--- src/rtl/btn_debounce_pkg.sv ---
// Shared definitions for the push-button conditioner: board debounce
// constant and FSM state encoding.
package btn_debounce_pkg;

    // Board-level debounce length in CLK cycles; board builds override this
    // to match the clock frequency (e.g. 2 ms worth of CLK).
    localparam int BOARD_DB_CYCLES = 4;

    typedef enum logic [1:0] {
        S_IDLE = 2'd0,
        S_PCHK = 2'd1,
        S_HELD = 2'd2,
        S_RCHK = 2'd3
    } db_state_t;

    // Debounced level is high while the button is accepted as pressed,
    // including the release-check window.
    function automatic logic level_of(input db_state_t s);
        return (s == S_HELD) || (s == S_RCHK);
    endfunction

endpackage

--- src/rtl/btn_debounce_if.sv ---
// Button conditioner signal bundle: raw button in, pulse and level out.
interface btn_debounce_if;
    import btn_debounce_pkg::*;

    logic btn_in;
    logic btn_pulse;
    logic btn_level;

    // master drives the raw button and consumes the conditioned outputs
    modport master (output btn_in, input btn_pulse, input btn_level);
    // slave is the conditioner itself
    modport slave (input btn_in, output btn_pulse, output btn_level);
endinterface

--- src/rtl/btn_debounce_sync_2ff.sv ---
// Generic 2-FF synchroniser (sync_2ff), reset to 0. Reusable for any
// single-bit asynchronous input.
module btn_debounce_sync_2ff (
    input  logic CLK,
    input  logic RST,
    input  logic d,
    output logic q
);
    logic meta;

    // two-stage capture of the asynchronous input
    always_ff @(posedge CLK) begin
        if (RST) begin
            meta <= 1'b0;
            q    <= 1'b0;
        end else begin
            meta <= d;
            q    <= meta;
        end
    end
endmodule

--- src/rtl/btn_debounce.sv ---
// Push-button front end: synchronise, debounce, and emit one pulse per
// accepted press plus a debounced level.
module btn_debounce
    import btn_debounce_pkg::*;
#(
    parameter int DB_CYCLES = BOARD_DB_CYCLES
) (
    input  logic            CLK,
    input  logic            RST,
    btn_debounce_if.slave   bus
);
    localparam int CW = $clog2(DB_CYCLES + 1);
    localparam logic [CW-1:0] CNT_MAX = CW'(DB_CYCLES - 1);
    // With a one-cycle window the check states always resolve after a single
    // cycle, so even a one-cycle glitch on btn_s is accepted.
    localparam bit SHORT = (DB_CYCLES == 1);

    logic      btn_s;
    db_state_t state;
    logic [CW-1:0] cnt;
    logic      pulse_q;
    logic      level_q;

    btn_debounce_sync_2ff u_sync (
        .CLK (CLK),
        .RST (RST),
        .d   (bus.btn_in),
        .q   (btn_s)
    );

    // debounce FSM with counter and registered pulse/level outputs
    always_ff @(posedge CLK) begin
        if (RST) begin
            state   <= S_IDLE;
            cnt     <= '0;
            pulse_q <= 1'b0;
            level_q <= 1'b0;
        end else begin
            pulse_q <= 1'b0;
            case (state)
                S_IDLE: begin
                    if (btn_s) begin
                        state <= S_PCHK;
                        cnt   <= '0;
                    end
                end
                S_PCHK: begin
                    if (!btn_s && !SHORT) begin
                        state <= S_IDLE;
                    end else if (cnt == CNT_MAX) begin
                        state   <= S_HELD;
                        pulse_q <= 1'b1;
                        level_q <= level_of(S_HELD);
                    end else begin
                        cnt <= cnt + CW'(1);
                    end
                end
                S_HELD: begin
                    if (!btn_s) begin
                        state <= S_RCHK;
                        cnt   <= '0;
                    end
                end
                S_RCHK: begin
                    // bouncing back high returns to HELD without a new pulse
                    if (btn_s && !SHORT) begin
                        state <= S_HELD;
                    end else if (cnt == CNT_MAX) begin
                        state   <= S_IDLE;
                        level_q <= level_of(S_IDLE);
                    end else begin
                        cnt <= cnt + CW'(1);
                    end
                end
                default: begin
                    state   <= S_IDLE;
                    level_q <= 1'b0;
                end
            endcase
        end
    end

    assign bus.btn_pulse = pulse_q;
    assign bus.btn_level = level_q;

endmodule

--- src/flat_wrapper.sv ---
// flat-port wrapper written by rule: the top's interface ports become plain ports
module btn_debounce_flat import btn_debounce_pkg::*;
#(
    parameter int DB_CYCLES = BOARD_DB_CYCLES
)
  (CLK, RST, bus_btn_in, bus_btn_pulse, bus_btn_level);
  btn_debounce_if bus_i ();
  input  logic CLK;
  input  logic RST;
  input wire logic [$bits(bus_i.btn_in)-1:0] bus_btn_in;
  output wire logic [$bits(bus_i.btn_pulse)-1:0] bus_btn_pulse;
  output wire logic [$bits(bus_i.btn_level)-1:0] bus_btn_level;
  assign bus_i.btn_in = bus_btn_in;
  assign bus_btn_pulse = bus_i.btn_pulse;
  assign bus_btn_level = bus_i.btn_level;
  btn_debounce #(.DB_CYCLES(DB_CYCLES)) u_core (.CLK(CLK), .RST(RST), .bus(bus_i));
endmodule
--- config.mk ---
export PLATFORM = sky130hd
export DESIGN_NAME = btn_debounce_flat
export DESIGN_NICKNAME = d
export VERILOG_FILES = /design/src/rtl/btn_debounce_pkg.sv /design/src/rtl/btn_debounce_if.sv /design/src/rtl/btn_debounce_sync_2ff.sv /design/src/rtl/btn_debounce.sv /design/src/flat_wrapper.sv
export SDC_FILE = /design/constraint.sdc
export NUM_CORES = 1
export LEC_CHECK = 0
export ABC_CLOCK_PERIOD_IN_PS = 3350
export BUFFER_PORTS_ARGS = -buffer_cell sky130_fd_sc_hd__buf_4
export CORE_AREA = 2 2 39 41
export DETAILED_ROUTE_END_ITERATION = 7
export DIE_AREA = 0 0 41 43
export PLACE_DENSITY = 0.58
export SETUP_SLACK_MARGIN = 0.1
export SLEW_MARGIN = 25
export SYNTH_ARGS = -nofsm -noshare
export SYNTH_HDL_FRONTEND = slang
export SYNTH_SLANG_ARGS = --single-unit
--- constraint.sdc ---
create_clock -name CLK -period 3.35 [get_ports CLK]
set_clock_uncertainty 0.05 [all_clocks]
set_input_delay 0.335 -clock CLK [delete_from_list [all_inputs] [get_ports CLK]]
set_output_delay 0.335 -clock CLK [all_outputs]
set_load 0.03 [all_outputs]
; ---- Yosys cells after proc, flatten, opt, wreduce, memory -nomap -nowiden
; Cells that the tools add are included.
[totals]
regBits = 9
inputBits = 3
elab_cells = 46
[classes]
n_addsub = 1
n_eq_ne = 12
n_mux = 19
bitwise = 2
n_reduce_logical = 6
[op_table]
columns = cell, count
row1 = 3-bit two-way mux, 5
row2 = 2-bit two-way mux, 6
row3 = 3-bit case mux with 4 select lines, 1
row4 = 2-bit != test (second input constant), 4
row5 = 2-bit case mux with 4 select lines, 1
row6 = 4-bit AND reduction, 2
row7 = 3-bit by 2-bit != test with 1-bit output (second input constant), 2
row8 = 1-bit two-way mux, 5
row9 = 5-bit AND reduction, 1
row10 = 2-bit == test (second input constant), 2
row11 = 2-bit by 1-bit != test with 1-bit output (second input constant), 2
row12 = 3-bit by 1-bit adder with 3-bit output (second input constant), 1
row13 = 3-bit by 2-bit == test with 1-bit output (second input constant), 1
row14 = 3-bit OR reduction, 1
row15 = 2-bit by 1-bit == test with 1-bit output (second input constant), 1
row16 = 2-bit logical NOT, 1
row17 = 1-bit inverter, 2
row18 = 1-bit case mux with 2 select lines, 1
row19 = 2-bit nonzero test, 1

; ---- Logic depth before layout (Yosys ltp)
; Gate-level depths: netlist of run 1.
[logic_depth]
ltp_word = 4
depth_mapped = 5
depth_no_buf = 5

; ---- Modules after synthesis
; Synthesis of run 1 repeated with hierarchy kept, for this count alone.
[hier_totals]
cells_unflattened = 36
hier_area_um2 = 349.1
[by_module_without_submodules]
columns = mod, n_inst, cells_per_inst, area_each_um2, seq_area_each_um2
row1 = btn_debounce, 1, 32, 296.5, 140.1
row2 = btn_debounce_sync_2ff, 1, 4, 52.6, 40.0

; ---- Worst setup path before layout of run 1
; No wires, ideal clock.
[synth_path]
path_kind = flip-flop to flip-flop
start = reg u_core.cnt[0]
end = reg u_core.cnt[0]
arrival_ps = 1059
setup_slack_ps = 2111
path_stages_with_launch = 6
n_path_buf = 0
period_less_slack_ps = 1239
cell_sequence = dfxtp_1 -> ha_1 -> ha_1 -> and2_4 -> o21ai_0 -> a21oi_1
[synth_via]
elab_chain_len = 4
word_cells_on_any_way = 6
cone_classes = add/sub (1) / eq/ne (1) / mux (4)
[synth_rtl]
columns = item, line
row1 = "start, declared", btn_debounce.sv:20  ; logic [CW-1:0] cnt;
row2 = "start signal, assigned", btn_debounce.sv:55  ; cnt <= cnt + CW'(1);
row3 = "start signal, assigned", btn_debounce.sv:72  ; cnt <= cnt + CW'(1);
row4 = 3-bit by 1-bit adder with 3-bit output / 3-bit by 2-bit == test with 1-bit output (equally long branches), --
row5 = 3-bit two-way mux (*), "btn_debounce.sv:50, btn_debounce.sv:68"
row6 = 3-bit two-way mux (on tied branches), "btn_debounce.sv:66, btn_debounce.sv:48"
row7 = 3-bit case mux with 4 select lines (*), btn_debounce.sv:40  ; case (state)
; Every way passes the cells marked *; elsewhere a longest branch is shown, timed or not. The select of a mux whose other input is x is not followed.
; A chain may end at the register's enable or synchronous reset.

; ---- Final worst setup path of run 1
[layout_path]
start = reg u_core.cnt[0]
end = reg u_core.cnt[1]
; The elaborated chain is that of the path after synthesis.

==> results of run 1 <==
## routing by layer
metal	global-route usage (%)	vias to the layer above	share of wire, %
met5	0	-	0
met1	13.4	144	46
met3	3.14	5	5.6
li1	-	157	-
met2	15.3	11	44
met4	10.0	0	4.5
## worst min path at each step
stage | depth (start not counted) | endpoint
floorplan | 1 | u_core.u_sync.q
global placement | 1 | u_core.u_sync.q
detailed placement | 1 | u_core.u_sync.q
CTS | 2 | u_core.u_sync.meta
global route | 2 | u_core.cnt[1]
finish | 2 | u_core.u_sync.meta
## worst max-delay path, cell delays in order (launching register included)
cell	delay, ps
dfxtp_1	320
ha_1	230
ha_1	200
and2_4	180
o21ai_0	160
a21oi_1	80
## final cells by class
class / count / area (um2) / area share (%)
inverter: 1 / 3.75 / 0.804
timing repair buffer: 4 / 30.0 / 6.43
clock buffer: 4 / 26.3 / 5.63
multi-input combinational: 29 / 206 / 44.2
tap: 16 / 20.0 / 4.29
sequential: 9 / 180 / 38.6
## placed cells by master (no fill, tap or decap)
cell type  instances
nand3_1            1
xor2_2             1
xnor2_1            1
dfxtp_1            9
ha_1               3
and2_4             1
nand4_1            1
a21oi_1            5
nor2b_1            2
buf_4              4
clkbuf_4           3
a21oi_2            1
nand4b_1           2
a211oi_1           1
nor3_1             1
inv_1              1
clkbuf_1           1
nand2_1            2
o21ai_0            5
nand3b_1           2
## cell families after synthesis
logic type | after synthesis
AO/OA/AOI/OAI | 12
XOR/XNOR | 2
adder cells (fa/ha/maj) | 3
buffers and inverters | 4
flip-flops | 9
AND/OR/NAND/NOR | 12
## stage by stage
stage,cells,util [%],instance area [um2]
final,63,33.7,467
after global routing,63,33.7,467
after CTS,63,33.7,467
after detailed placement,59,31.8,440
after global placement,59,31.8,440
after floorplan,42,-,417
## power groups by stage
stage | Clock, mW | Combinational, mW | Sequential (mW)
CTS | 0.0896 | 0.00619 | 0.110
global placement | 0 | 0.00609 | 0.113
detailed placement | 0 | 0.00611 | 0.113
floorplan | 0 | 0.00568 | 0.112
global route | 0.0912 | 0.00683 | 0.111
finish | 0.0868 | 0.00615 | 0.111
==> impl_metrics.prom, run 1 <==
# TYPE chip_impl_metric gauge
chip_impl_metric{name="core_area",unit="um2"} 1380
chip_impl_metric{name="finalSetupViolations",unit=""} 0
chip_impl_metric{name="fin_ws",unit="ps"} 2030
chip_impl_metric{name="dr.first_iter.drc_count",unit=""} 3
chip_impl_metric{name="die_h",unit="um"} 43
chip_impl_info{name="cts_root_cell",value="clkbuf_4"} 1
chip_impl_metric{name="cts.repair.resized",unit=""} 0
chip_impl_metric{name="combinationalPowerShare",unit="%"} 3.0
chip_impl_info{name="synthFlopType",value="dfxtp_1"} 1
chip_impl_info{name="tritoncts_clock_tree",value="yes"} 1
chip_impl_metric{name="period_minus_slack",unit="ps"} 1320
chip_impl_metric{name="dieArea",unit="um2"} 1760
chip_impl_metric{name="peakVddDrop",unit="uV"} 175
chip_impl_metric{name="detail_route.vias_per_cell",unit=""} 5.03
chip_impl_metric{name="yosysWarnings",unit=""} 0
chip_impl_metric{name="netlist-cell-type-count",unit=""} 19
chip_impl_info{name="synth_top_area_cell",value="dfxtp_1"} 1
chip_impl_metric{name="share_of_the_clock_period_used_by_the_worst_path_after_layout",unit="%"} 39.5
chip_impl_metric{name="cts.sinks",unit=""} 9
chip_impl_info{name="worstSetupEndpointType",value="register"} 1
chip_impl_info{name="grt_setup_unrepaired",value="false"} 1
chip_impl_metric{name="synth_enable_flop_cells",unit=""} 0
chip_impl_metric{name="ys_ff_latch",unit=""} 9
chip_impl_metric{name="post-cts-setup-buffers",unit=""} 0
chip_impl_metric{name="fill_cells",unit=""} 145
chip_impl_metric{name="arithmetic_cell_share_of_the_synthesized_area_counting_full_adders_half_adders_and_majority_gates",unit="%"} 9.01
chip_impl_metric{name="drtAntennaViolNets",unit=""} 0
chip_impl_metric{name="first_global_vias",unit=""} 315
chip_impl_metric{name="timing_max_transition_violations_final",unit=""} 0
chip_impl_metric{name="synth_sequential_area_ratio",unit="%"} 43.2
chip_impl_metric{name="fmax",unit="MHz"} 755
chip_impl_metric{name="post_route_cells_drive_above_1_share",unit="%"} 21.3
chip_impl_info{name="outcome",value="complete, no violations"} 1
chip_impl_metric{name="global_route.usage.total",unit="%"} 11.2
chip_impl_metric{name="grt_antenna_before_repair",unit=""} 0
chip_impl_info{name="crit_start",value="u_core.cnt[0]"} 1
chip_impl_metric{name="final_net_count",unit=""} 54
chip_impl_metric{name="overflow",unit=""} 0
chip_impl_info{name="rr_startpoint",value="u_core.cnt[0]"} 1
chip_impl_metric{name="timing.setup.tns",unit="ps"} 0
chip_impl_metric{name="worstPathRequired",unit="ps"} 3460
chip_impl_metric{name="synth-simple-area-share",unit="%"} 18.6
chip_impl_metric{name="hold-worst-slack",unit="ps"} 230
chip_impl_metric{name="global_route_wire_length_before_repair",unit="mm"} 1.28
chip_impl_metric{name="die_w",unit="um"} 41
chip_impl_metric{name="p_sw_share",unit="%"} 22.5
chip_impl_info{name="reg2reg_end",value="u_core.cnt[1]"} 1
chip_impl_metric{name="hold_violations",unit=""} 0
chip_impl_metric{name="synth.area.mux_share",unit="%"} 0
chip_impl_metric{name="finalWeightedCongestion",unit=""} 0.745
chip_impl_info{name="setup.worst_path.start_class",value="register"} 1
chip_impl_info{name="synth_area_leaders",value="dfxtp_1 (43%), ha_1 (9.0%), a21oi_1 (6.0%)"} 1
chip_impl_metric{name="placementRows",unit=""} 14
chip_impl_metric{name="synth.net_count",unit=""} 48
chip_impl_info{name="criticalPathCategory",value="register to register"} 1
chip_impl_metric{name="timing.critical_path.fanout_max",unit=""} 4
chip_impl_metric{name="route.detailed.wl_per_inst",unit="um"} 11.6
chip_impl_metric{name="io_buffer_count",unit=""} 4
chip_impl_metric{name="switching_power",unit="uW"} 45.8
chip_impl_metric{name="syn2layout_area_growth",unit="%"} 12.0
chip_impl_metric{name="drc",unit=""} 0
chip_impl_info{name="yosysMostFrequentCell",value="dfxtp_1"} 1
chip_impl_metric{name="initial_util",unit="%"} 30.1
chip_impl_metric{name="post_synth_inst_count",unit=""} 42
chip_impl_metric{name="r2r.worst_path.cells",unit=""} 5
chip_impl_metric{name="postSynthAreaPerCell",unit="um2"} 9.92
chip_impl_metric{name="worst_setup_hold_path_clk_slew",unit="ps"} 70
chip_impl_metric{name="power",unit="uW"} 203
chip_impl_metric{name="reg2reg_slack",unit="ps"} 2030
chip_impl_info{name="hold_path_class",value="input port to register"} 1
chip_impl_metric{name="vias",unit=""} 317
chip_impl_metric{name="maximum_number_of_pins_on_one_net_before_global_route_repair",unit=""} 10
chip_impl_metric{name="drv_cap",unit=""} 0
chip_impl_metric{name="firstDrtPassIters",unit=""} 4
chip_impl_metric{name="clock_path_buffers",unit=""} 2
chip_impl_metric{name="ctsHtreeMaxLevel",unit=""} 1
chip_impl_metric{name="design.portCount",unit=""} 5
chip_impl_metric{name="finalWirelength",unit="um"} 730
chip_impl_info{name="setup.worst_path.end",value="u_core.cnt[1]"} 1
chip_impl_metric{name="critPathArrivalTime",unit="ps"} 1430
chip_impl_metric{name="total_leakage_power",unit="nW"} 0.167
chip_impl_metric{name="antenna-diode-count",unit=""} 0
chip_impl_metric{name="pwr_density_cell",unit="nW/um2"} 436
chip_impl_metric{name="synth_largest_type_area_fraction",unit="%"} 43.2
chip_impl_metric{name="number_of_hold_repair_buffers_added_at_the_cts_stage",unit=""} 0
chip_impl_metric{name="mappedNetlistArea",unit="um2"} 417
chip_impl_metric{name="clk_latency",unit="ps"} 270
chip_impl_info{name="synth_top_family_by_area",value="simple AND/OR/NAND/NOR gates"} 1
chip_impl_metric{name="synth_xor_xnor_area_share",unit="%"} 6.01
chip_impl_metric{name="cts-buffers-inserted",unit=""} 3
chip_impl_metric{name="synth_compound_area_share",unit="%"} 15.9
chip_impl_metric{name="detailedPlace.worstSlack",unit="ps"} 2030
chip_impl_info{name="holdCritStartpoint",value="bus_btn_in"} 1
chip_impl_metric{name="timing.slew.headroom",unit="%"} 78.9
chip_impl_metric{name="clockPowerShare",unit="%"} 42.6
chip_impl_metric{name="detailed_placement_wirelength_estimate",unit="um"} 504
chip_impl_metric{name="power_report.internal_total",unit="uW"} 158
chip_impl_metric{name="max_slew.worst_pin.slew",unit="ps"} 317
chip_impl_metric{name="power_frac_seq",unit="%"} 54.3
chip_impl_info{name="synth_common_cells",value="dfxtp_1 (9), a21oi_1 (5), o21ai_0 (5), ha_1 (3)"} 1
chip_impl_metric{name="postSynth.asyncResetShare",unit="%"} 0
Power figures use the tool's default switching activity.
==> run 2: changes to the inputs <==
--- a/config.mk
+++ b/config.mk
@@ -5,7 +5,7 @@
 export SDC_FILE = /design/constraint.sdc
 export NUM_CORES = 1
 export LEC_CHECK = 0
-export ABC_CLOCK_PERIOD_IN_PS = 3350
+export ABC_CLOCK_PERIOD_IN_PS = 1300
 export BUFFER_PORTS_ARGS = -buffer_cell sky130_fd_sc_hd__buf_4
 export CORE_AREA = 2 2 39 41
 export DETAILED_ROUTE_END_ITERATION = 7
==> constraint.sdc (replaced) <==
create_clock -name CLK -period 1.3 [get_ports CLK]
set_clock_uncertainty 0.05 [all_clocks]
set_input_delay 0.13 -clock CLK [delete_from_list [all_inputs] [get_ports CLK]]
set_output_delay 0.13 -clock CLK [all_outputs]
set_load 0.03 [all_outputs]
==> run 2 against run 1 <==
Compared with the run above:
- maximum frequency rose by 10%
- highest routed layer unchanged
- worst setup slack got worse by 1900 ps
- combinational power rose to 2.8 times the previous value
- routed wire length rose by 3.4%
==> impl_metrics.prom, run 2 (same netlist as run 1, synthesis figures left out) <==
# TYPE chip_impl_metric gauge
chip_impl_metric{name="firstDrtPassIters",unit=""} 2
chip_impl_metric{name="syn2layout_area_growth",unit="%"} 27.6
chip_impl_metric{name="drtAntennaViolNets",unit=""} 0
chip_impl_metric{name="worst_setup_hold_path_clk_slew",unit="ps"} 60
chip_impl_metric{name="multi_input_comb_area",unit="um2"} 251
chip_impl_info{name="tritoncts_clock_tree",value="yes"} 1
chip_impl_metric{name="antenna-diode-count",unit=""} 0
chip_impl_metric{name="min_delay_path_depth",unit=""} 2
chip_impl_metric{name="timing.slew.headroom",unit="%"} 75.9
chip_impl_info{name="cts_root_cell",value="clkbuf_4"} 1
chip_impl_metric{name="finalWeightedCongestion",unit=""} 0.664
chip_impl_metric{name="pwr_density_cell",unit="nW/um2"} 964
chip_impl_metric{name="power_report.internal_total",unit="uW"} 405
chip_impl_metric{name="detailed_placement_wirelength_estimate",unit="um"} 473
chip_impl_metric{name="drc",unit=""} 0
chip_impl_info{name="hold_path_class",value="input port to register"} 1
chip_impl_metric{name="clock_path_buffers",unit=""} 2
chip_impl_metric{name="post_route_utilization",unit="%"} 38.4
chip_impl_metric{name="clockPowerShare",unit="%"} 41.3
chip_impl_metric{name="timing_max_transition_violations_final",unit=""} 0
chip_impl_info{name="worstPathCellList",value="ha_4 > ha_4 > and2_4 > o21ai_1 > a21oi_1"} 1
chip_impl_info{name="grt_setup_unrepaired",value="true"} 1
chip_impl_metric{name="maximum_number_of_pins_on_one_net_before_global_route_repair",unit=""} 10
chip_impl_metric{name="critPathArrivalTime",unit="ps"} 1300
chip_impl_metric{name="die_w",unit="um"} 41
chip_impl_info{name="grt_busiest_layer",value="met2"} 1
chip_impl_metric{name="period_minus_slack",unit="ps"} 1200
chip_impl_info{name="reg2reg_end",value="u_core.cnt[0]"} 1
chip_impl_metric{name="fmax",unit="MHz"} 831
chip_impl_metric{name="combinationalPowerShare",unit="%"} 3.4
chip_impl_metric{name="core_area",unit="um2"} 1380
chip_impl_info{name="holdPathEnd",value="u_core.u_sync.meta"} 1
chip_impl_metric{name="worstPathRequired",unit="ps"} 1400
chip_impl_metric{name="placementRows",unit=""} 14
chip_impl_metric{name="timing.setup.tns",unit="ps"} 0
chip_impl_metric{name="finalSetupViolations",unit=""} 0
chip_impl_info{name="setup.worst_path.start_class",value="register"} 1
chip_impl_metric{name="cts.sinks",unit=""} 9
chip_impl_metric{name="dieArea",unit="um2"} 1760
chip_impl_metric{name="cts-buffers-inserted",unit=""} 3
chip_impl_metric{name="met2_usage",unit="%"} 15.0
chip_impl_info{name="outcome",value="complete, no violations"} 1
chip_impl_metric{name="switching_power",unit="uW"} 108
chip_impl_metric{name="grt_antenna_before_repair",unit=""} 0
chip_impl_metric{name="cpPeakStageDelay",unit="ps"} 350
chip_impl_metric{name="timing.critical_path.fanout_max",unit=""} 4
chip_impl_metric{name="overflow",unit=""} 0
chip_impl_info{name="most_common_library_cell_in_the_layout_ignoring_fill_and_taps",value="dfxtp_1"} 1
chip_impl_metric{name="initial_util",unit="%"} 30.1
chip_impl_info{name="worstSetupEndpointType",value="register"} 1
chip_impl_metric{name="ff_latch_area",unit="um2"} 185
chip_impl_info{name="criticalPathCategory",value="register to register"} 1
chip_impl_metric{name="final_net_count",unit=""} 56
chip_impl_info{name="most_frequent_cells_in_the_layout",value="dfxtp_1 (7), buf_4 (6), a21oi_1 (5)"} 1
chip_impl_metric{name="design.portCount",unit=""} 5
chip_impl_metric{name="r2r.worst_path.cells",unit=""} 5
chip_impl_metric{name="fill_cells",unit=""} 143
chip_impl_metric{name="ctsHtreeMaxLevel",unit=""} 1
chip_impl_metric{name="global_route_wire_length_before_repair",unit="mm"} 1.29
chip_impl_metric{name="clk_latency",unit="ps"} 260
chip_impl_metric{name="p_sw_share",unit="%"} 21.1
chip_impl_metric{name="detail_route.vias_per_cell",unit=""} 4.89
chip_impl_info{name="critical-path-top-cell-by-count",value="ha_4"} 1
chip_impl_metric{name="io_buffer_count",unit=""} 4
chip_impl_metric{name="finalWirelength",unit="um"} 755
chip_impl_info{name="rr_startpoint",value="u_core.cnt[1]"} 1
chip_impl_metric{name="drv_cap",unit=""} 0
chip_impl_metric{name="vias",unit=""} 318
chip_impl_metric{name="post_route_cells_drive_above_1_share",unit="%"} 42.9
chip_impl_metric{name="global_route.usage.total",unit="%"} 11.5
chip_impl_metric{name="hold_violations",unit=""} 0
chip_impl_info{name="holdCritStartpoint",value="bus_btn_in"} 1
chip_impl_metric{name="dr.first_iter.drc_count",unit=""} 9
chip_impl_metric{name="met1_usage",unit="%"} 14.6
chip_impl_metric{name="total_leakage_power",unit="nW"} 0.179
chip_impl_metric{name="route.detailed.wl_per_inst",unit="um"} 11.6
chip_impl_metric{name="power_frac_seq",unit="%"} 55.3
chip_impl_metric{name="share_of_the_clock_period_used_by_the_worst_path_after_layout",unit="%"} 92.6
chip_impl_metric{name="peakVddDrop",unit="uV"} 629
chip_impl_metric{name="reg2reg_slack",unit="ps"} 100
chip_impl_metric{name="die_h",unit="um"} 43
chip_impl_metric{name="first_global_vias",unit=""} 282
chip_impl_metric{name="grt_use_met3",unit="%"} 7.85
chip_impl_metric{name="max_slew.worst_pin.slew",unit="ps"} 361
chip_impl_info{name="timing.critical_path.slowest_stage_cell",value="dfxtp_4"} 1
-- run 2: cell count changes in the layout (fill, tap and decap cells not counted), sizes merged --
cell | previous run | this run
buf | 4 | 6
-- run 2: cell type report --
class                           instances  share of cell area [%]
Tap cell                               16                    3.76
Multi-Input combinational cell         29                    47.3
Inverter                                1                   0.706
Sequential cell                         9                    34.8
Timing Repair Buffer                    6                    8.47
Clock buffer                            4                    4.94
-- run 2: per-layer routing --
metal	wire, um	part of all wire, %	vias to the layer above
met5	0	0	-
met1	321	43	149
met4	8	1.1	0
li1	-	-	159
met2	370	49	8
met3	55	7.3	2
-- run 2: worst max-delay path: cells and delay by family, from the launching register on --
kind / cells / cell delay, ps
AOI/OAI and AO/OA: 2 / 190
and+or+nand+nor: 1 / 170
adders and majority gates: 2 / 320
DFF: 1 / 350
-- run 2: through the flow --
step | power [mW] | std cells | hold WS, ps | setup slack, ps | cell area [um2]
global route | 0.550 | 65 | 22.6 | 42.7 | 532
CTS | 0.527 | 64 | 23.8 | 102 | 498
floorplan | 0.303 | 42 | 208 | 117 | 419
finish | 0.513 | 65 | 29.1 | 96.4 | 532
detailed placement | 0.307 | 59 | 298 | 61.8 | 443
global placement | 0.307 | 59 | 293 | 84.4 | 443
-- run 2: worst max-delay path by stage --
stage	start	to	slack (ps)	depth (start not counted)
after floorplan	u_core.cnt[0]	u_core.cnt[0]	120	5
after global placement	u_core.cnt[0]	u_core.bus.btn_level	80	5
after detailed placement	u_core.cnt[0]	u_core.bus.btn_level	60	5
after CTS	u_core.cnt[1]	u_core.cnt[2]	100	5
after global routing	u_core.u_sync.q	u_core.cnt[2]	40	3
final	u_core.cnt[1]	u_core.cnt[0]	100	5
-- run 2: power by group through the flow --
stage	registers [mW]	logic (mW)	clock network, mW
finish	0.284	0.0175	0.212
global route	0.284	0.0194	0.246
CTS	0.285	0.0164	0.225
detailed placement	0.291	0.0158	0
global placement	0.291	0.0158	0
floorplan	0.288	0.0149	0
-- run 2: repair_timing --
action                     in CTS  in global routing
gates resized for setup         7                  5
pin swaps                       2                  7
cloned                          0                  0
setup endpoints to repair       6                  5
hold buffers                    0                  0
setup buffers                   1                  1
==> run 3: changes to the inputs <==
--- a/config.mk
+++ b/config.mk
@@ -10,9 +10,10 @@
 export CORE_AREA = 2 2 39 41
 export DETAILED_ROUTE_END_ITERATION = 7
 export DIE_AREA = 0 0 41 43
-export PLACE_DENSITY = 0.58
+export PLACE_DENSITY = 0.53
 export SETUP_SLACK_MARGIN = 0.1
 export SLEW_MARGIN = 25
 export SYNTH_ARGS = -nofsm -noshare
 export SYNTH_HDL_FRONTEND = slang
+export SYNTH_HIERARCHICAL = 1
 export SYNTH_SLANG_ARGS = --single-unit
==> run 3 against run 2 <==
Compared with the run above:
- non-clock buffer count fell by 1
- largest cell class unchanged
- via count fell by 9.1%
- critical path type unchanged
- hold slack improved by 3.3 ps
- core utilization fell by 2.4 points
- maximum frequency rose by 0.24%
- final area fell by 6.1%
- synthesized area fell by 16%
- die area did not move
- synthesized cell count fell by 14%
- clock power barely moved
==> impl_metrics.prom, run 3 <==
# TYPE chip_impl_metric gauge
chip_impl_metric{name="power_report.internal_total",unit="uW"} 415
chip_impl_info{name="yosysMostFrequentCell",value="dfxtp_1"} 1
chip_impl_metric{name="synth_largest_type_area_fraction",unit="%"} 51.6
chip_impl_metric{name="global_route_wire_length_before_repair",unit="mm"} 1.05
chip_impl_metric{name="drc",unit=""} 0
chip_impl_metric{name="die_w",unit="um"} 41
chip_impl_info{name="synthFlopType",value="dfxtp_1"} 1
chip_impl_metric{name="power_frac_seq",unit="%"} 53.8
chip_impl_metric{name="finalWeightedCongestion",unit=""} 0.751
chip_impl_metric{name="timing_max_transition_violations_final",unit=""} 0
chip_impl_metric{name="global_route.usage.total",unit="%"} 9.15
chip_impl_info{name="outcome",value="complete, no violations"} 1
chip_impl_metric{name="ctsHtreeMaxLevel",unit=""} 1
chip_impl_metric{name="die_h",unit="um"} 43
chip_impl_metric{name="route.detailed.wl_per_inst",unit="um"} 12.0
chip_impl_info{name="tritoncts_clock_tree",value="yes"} 1
chip_impl_metric{name="ys_ff_latch",unit=""} 9
chip_impl_info{name="setup.worst_path.start_class",value="register"} 1
chip_impl_metric{name="vias",unit=""} 289
chip_impl_metric{name="p_sw_share",unit="%"} 22.2
chip_impl_metric{name="initial_util",unit="%"} 25.2
chip_impl_metric{name="finalWirelength",unit="um"} 734
chip_impl_metric{name="finalSetupViolations",unit=""} 0
chip_impl_metric{name="max_slew.worst_pin.slew",unit="ps"} 377
chip_impl_metric{name="core_area",unit="um2"} 1380
chip_impl_metric{name="timing.setup.tns",unit="ps"} 0
chip_impl_metric{name="dieArea",unit="um2"} 1760
chip_impl_metric{name="share_of_the_clock_period_used_by_the_worst_path_after_layout",unit="%"} 92.4
chip_impl_metric{name="place.detailed.instances",unit=""} 57
chip_impl_info{name="most_frequent_cells_in_the_layout",value="dfxtp_1 (7), buf_4 (5), clkbuf_4 (3), o21ai_2 (3), a21oi_1 (3)"} 1
chip_impl_metric{name="pwr_density_cell",unit="nW/um2"} 1070
chip_impl_metric{name="hold_violations",unit=""} 0
chip_impl_metric{name="hold-worst-slack",unit="ps"} 32.4
chip_impl_metric{name="combinationalPowerShare",unit="%"} 6.8
chip_impl_metric{name="critPathArrivalTime",unit="ps"} 1310
chip_impl_metric{name="fin_ws",unit="ps"} 99.3
chip_impl_metric{name="layout.cell_area.non_filler",unit="um2"} 499
chip_impl_metric{name="number_of_hold_repair_buffers_added_at_the_cts_stage",unit=""} 0
chip_impl_metric{name="mappedNetlistArea",unit="um2"} 349
chip_impl_metric{name="synth_enable_flop_cells",unit=""} 0
chip_impl_metric{name="cts-buffers-inserted",unit=""} 3
chip_impl_info{name="hold_path_class",value="input port to register"} 1
chip_impl_metric{name="worst_setup_hold_path_clk_slew",unit="ps"} 60
chip_impl_metric{name="clockPowerShare",unit="%"} 39.4
chip_impl_metric{name="worstPathRequired",unit="ps"} 1410
chip_impl_metric{name="placed_cell_area",unit="um2"} 409
chip_impl_info{name="grt_setup_unrepaired",value="true"} 1
chip_impl_info{name="worstSetupEndpointType",value="register"} 1
chip_impl_info{name="criticalPathCategory",value="register to register"} 1
chip_impl_metric{name="grt_antenna_before_repair",unit=""} 0
chip_impl_metric{name="clock_path_buffers",unit=""} 2
chip_impl_metric{name="detailed_placement_wirelength_estimate",unit="um"} 454
chip_impl_metric{name="final_net_count",unit=""} 51
chip_impl_metric{name="clk_latency",unit="ps"} 250
chip_impl_metric{name="yosysWarnings",unit=""} 6
chip_impl_metric{name="post_synth_inst_count",unit=""} 36
chip_impl_metric{name="netlist-cell-type-count",unit=""} 15
chip_impl_metric{name="peakVddDrop",unit="uV"} 354
chip_impl_metric{name="postSynth.asyncResetShare",unit="%"} 0
chip_impl_metric{name="detailedPlace.worstSlack",unit="ps"} 49.0
chip_impl_metric{name="drtAntennaViolNets",unit=""} 0
chip_impl_info{name="cts_root_cell",value="clkbuf_4"} 1
chip_impl_metric{name="switching_power",unit="uW"} 118
chip_impl_metric{name="timing.critical_path.fanout_max",unit=""} 4
chip_impl_metric{name="cts.sinks",unit=""} 9
chip_impl_metric{name="detail_route.vias_per_cell",unit=""} 4.74
chip_impl_info{name="synth_area_leaders",value="dfxtp_1 (52%), a21oi_1 (7.2%), ha_1 (7.2%)"} 1
chip_impl_metric{name="period_minus_slack",unit="ps"} 1200
chip_impl_metric{name="fill_cells",unit=""} 143
chip_impl_info{name="synth_common_cells",value="dfxtp_1 (9), a21oi_1 (5), o21ai_0 (4)"} 1
chip_impl_metric{name="placementRows",unit=""} 14
chip_impl_info{name="synth_top_area_cell",value="dfxtp_1"} 1
chip_impl_metric{name="layoutNonFillerInstCount",unit=""} 61
chip_impl_metric{name="postSynthAreaPerCell",unit="um2"} 9.70
chip_impl_metric{name="maximum_number_of_pins_on_one_net_before_global_route_repair",unit=""} 10
chip_impl_metric{name="total_leakage_power",unit="nW"} 0.172
chip_impl_metric{name="drv_cap",unit=""} 0
chip_impl_metric{name="post_route_cells_drive_above_1_share",unit="%"} 48.9
chip_impl_metric{name="overflow",unit=""} 0
chip_impl_metric{name="synth_sequential_area_ratio",unit="%"} 51.6
chip_impl_metric{name="firstDrtPassIters",unit=""} 4
chip_impl_metric{name="timing.slew.headroom",unit="%"} 74.7
chip_impl_metric{name="first_global_vias",unit=""} 258
chip_impl_metric{name="antenna-diode-count",unit=""} 0
chip_impl_metric{name="fmax",unit="MHz"} 833
chip_impl_metric{name="post-cts-setup-buffers",unit=""} 0
chip_impl_metric{name="dr.first_iter.drc_count",unit=""} 10
chip_impl_metric{name="design.portCount",unit=""} 5
chip_impl_metric{name="synth.net_count",unit=""} 41
chip_impl_metric{name="syn2layout_area_growth",unit="%"} 43.0
chip_impl_metric{name="io_buffer_count",unit=""} 4
chip_impl_info{name="most_common_library_cell_in_the_layout_ignoring_fill_and_taps",value="dfxtp_1"} 1
==> run 3: per-stage QoR <==
step / utilization, % / power (mW)
global route: 36.1 / 0.562
CTS: 34.0 / 0.541
floorplan: - / 0.310
finish: 36.1 / 0.533
global placement: 29.6 / 0.325
detailed placement: 29.6 / 0.326
==> run 3: final timing paths <==
kind / from / endpoint / slack (ps) / cells after the start
setup / recovery: u_core/cnt[0] / u_core/state[0] / 100 / 4
hold / removal: bus_btn_in / u_core/u_sync/meta / 30 / 2
setup reg to reg: u_core/cnt[0] / u_core/state[0] / 100 / 4
hold reg to reg: u_core/u_sync/meta / u_core/u_sync/q / 390 / 1
==> run 3: final cells by class <==
type / instances / area, um2 / area share, %
Multi-Input combinational cell: 25 / 223 / 44.6
Sequential cell: 9 / 185 / 37.1
Timing Repair Buffer: 5 / 37.5 / 7.52
Clock buffer: 4 / 26.3 / 5.26
Tap cell: 16 / 20.0 / 4.01
Inverter: 2 / 7.51 / 1.50
==> run 3: layer usage <==
layer / track usage (%) / vias up / wire (um)
li1: - / 149 / -
met1: 11.6 / 135 / 350
met2: 12.5 / 5 / 361
met3: 1.57 / 0 / 22
met4: 8.00 / 0 / 0
met5: 0 / - / 0
==> run 3: cells by family (layout without fill, tap and decap cells) <==
| group | Yosys count | count (layout) | synth area share (%) |
|---|---|---|---|
| AND/OR/NAND/NOR | 11 | 11 | 18.6 |
| XOR/XNOR | 2 | 2 | 5.02 |
| AO/OA/AOI/OAI | 10 | 10 | 15.4 |
| flip-flops | 9 | 9 | 51.6 |
| buffers and inverters | 2 | 11 | 2.15 |
| adder cells (fa/ha/maj) | 2 | 2 | 7.17 |
==> run 3: power groups by stage <==
stage               Clock (mW)  Combinational (mW)  Sequential [mW]
floorplan                    0              0.0115            0.299
global placement             0              0.0314            0.294
detailed placement           0              0.0317            0.294
CTS                      0.221              0.0319            0.288
global route             0.235              0.0392            0.288
finish                   0.210              0.0361            0.287
==> run 3: critical path: stages, from the launching register on <==
cell and delay (ps):
dfxtp_4 360, ha_4 160, ha_4 160, and2_4 180, nor3_1 210
==> run 3: repair_timing <==
item	4_1_cts	5_1_grt
resized for setup	8	7
endpoints found under the setup margin	6	5
pin swaps	5	3
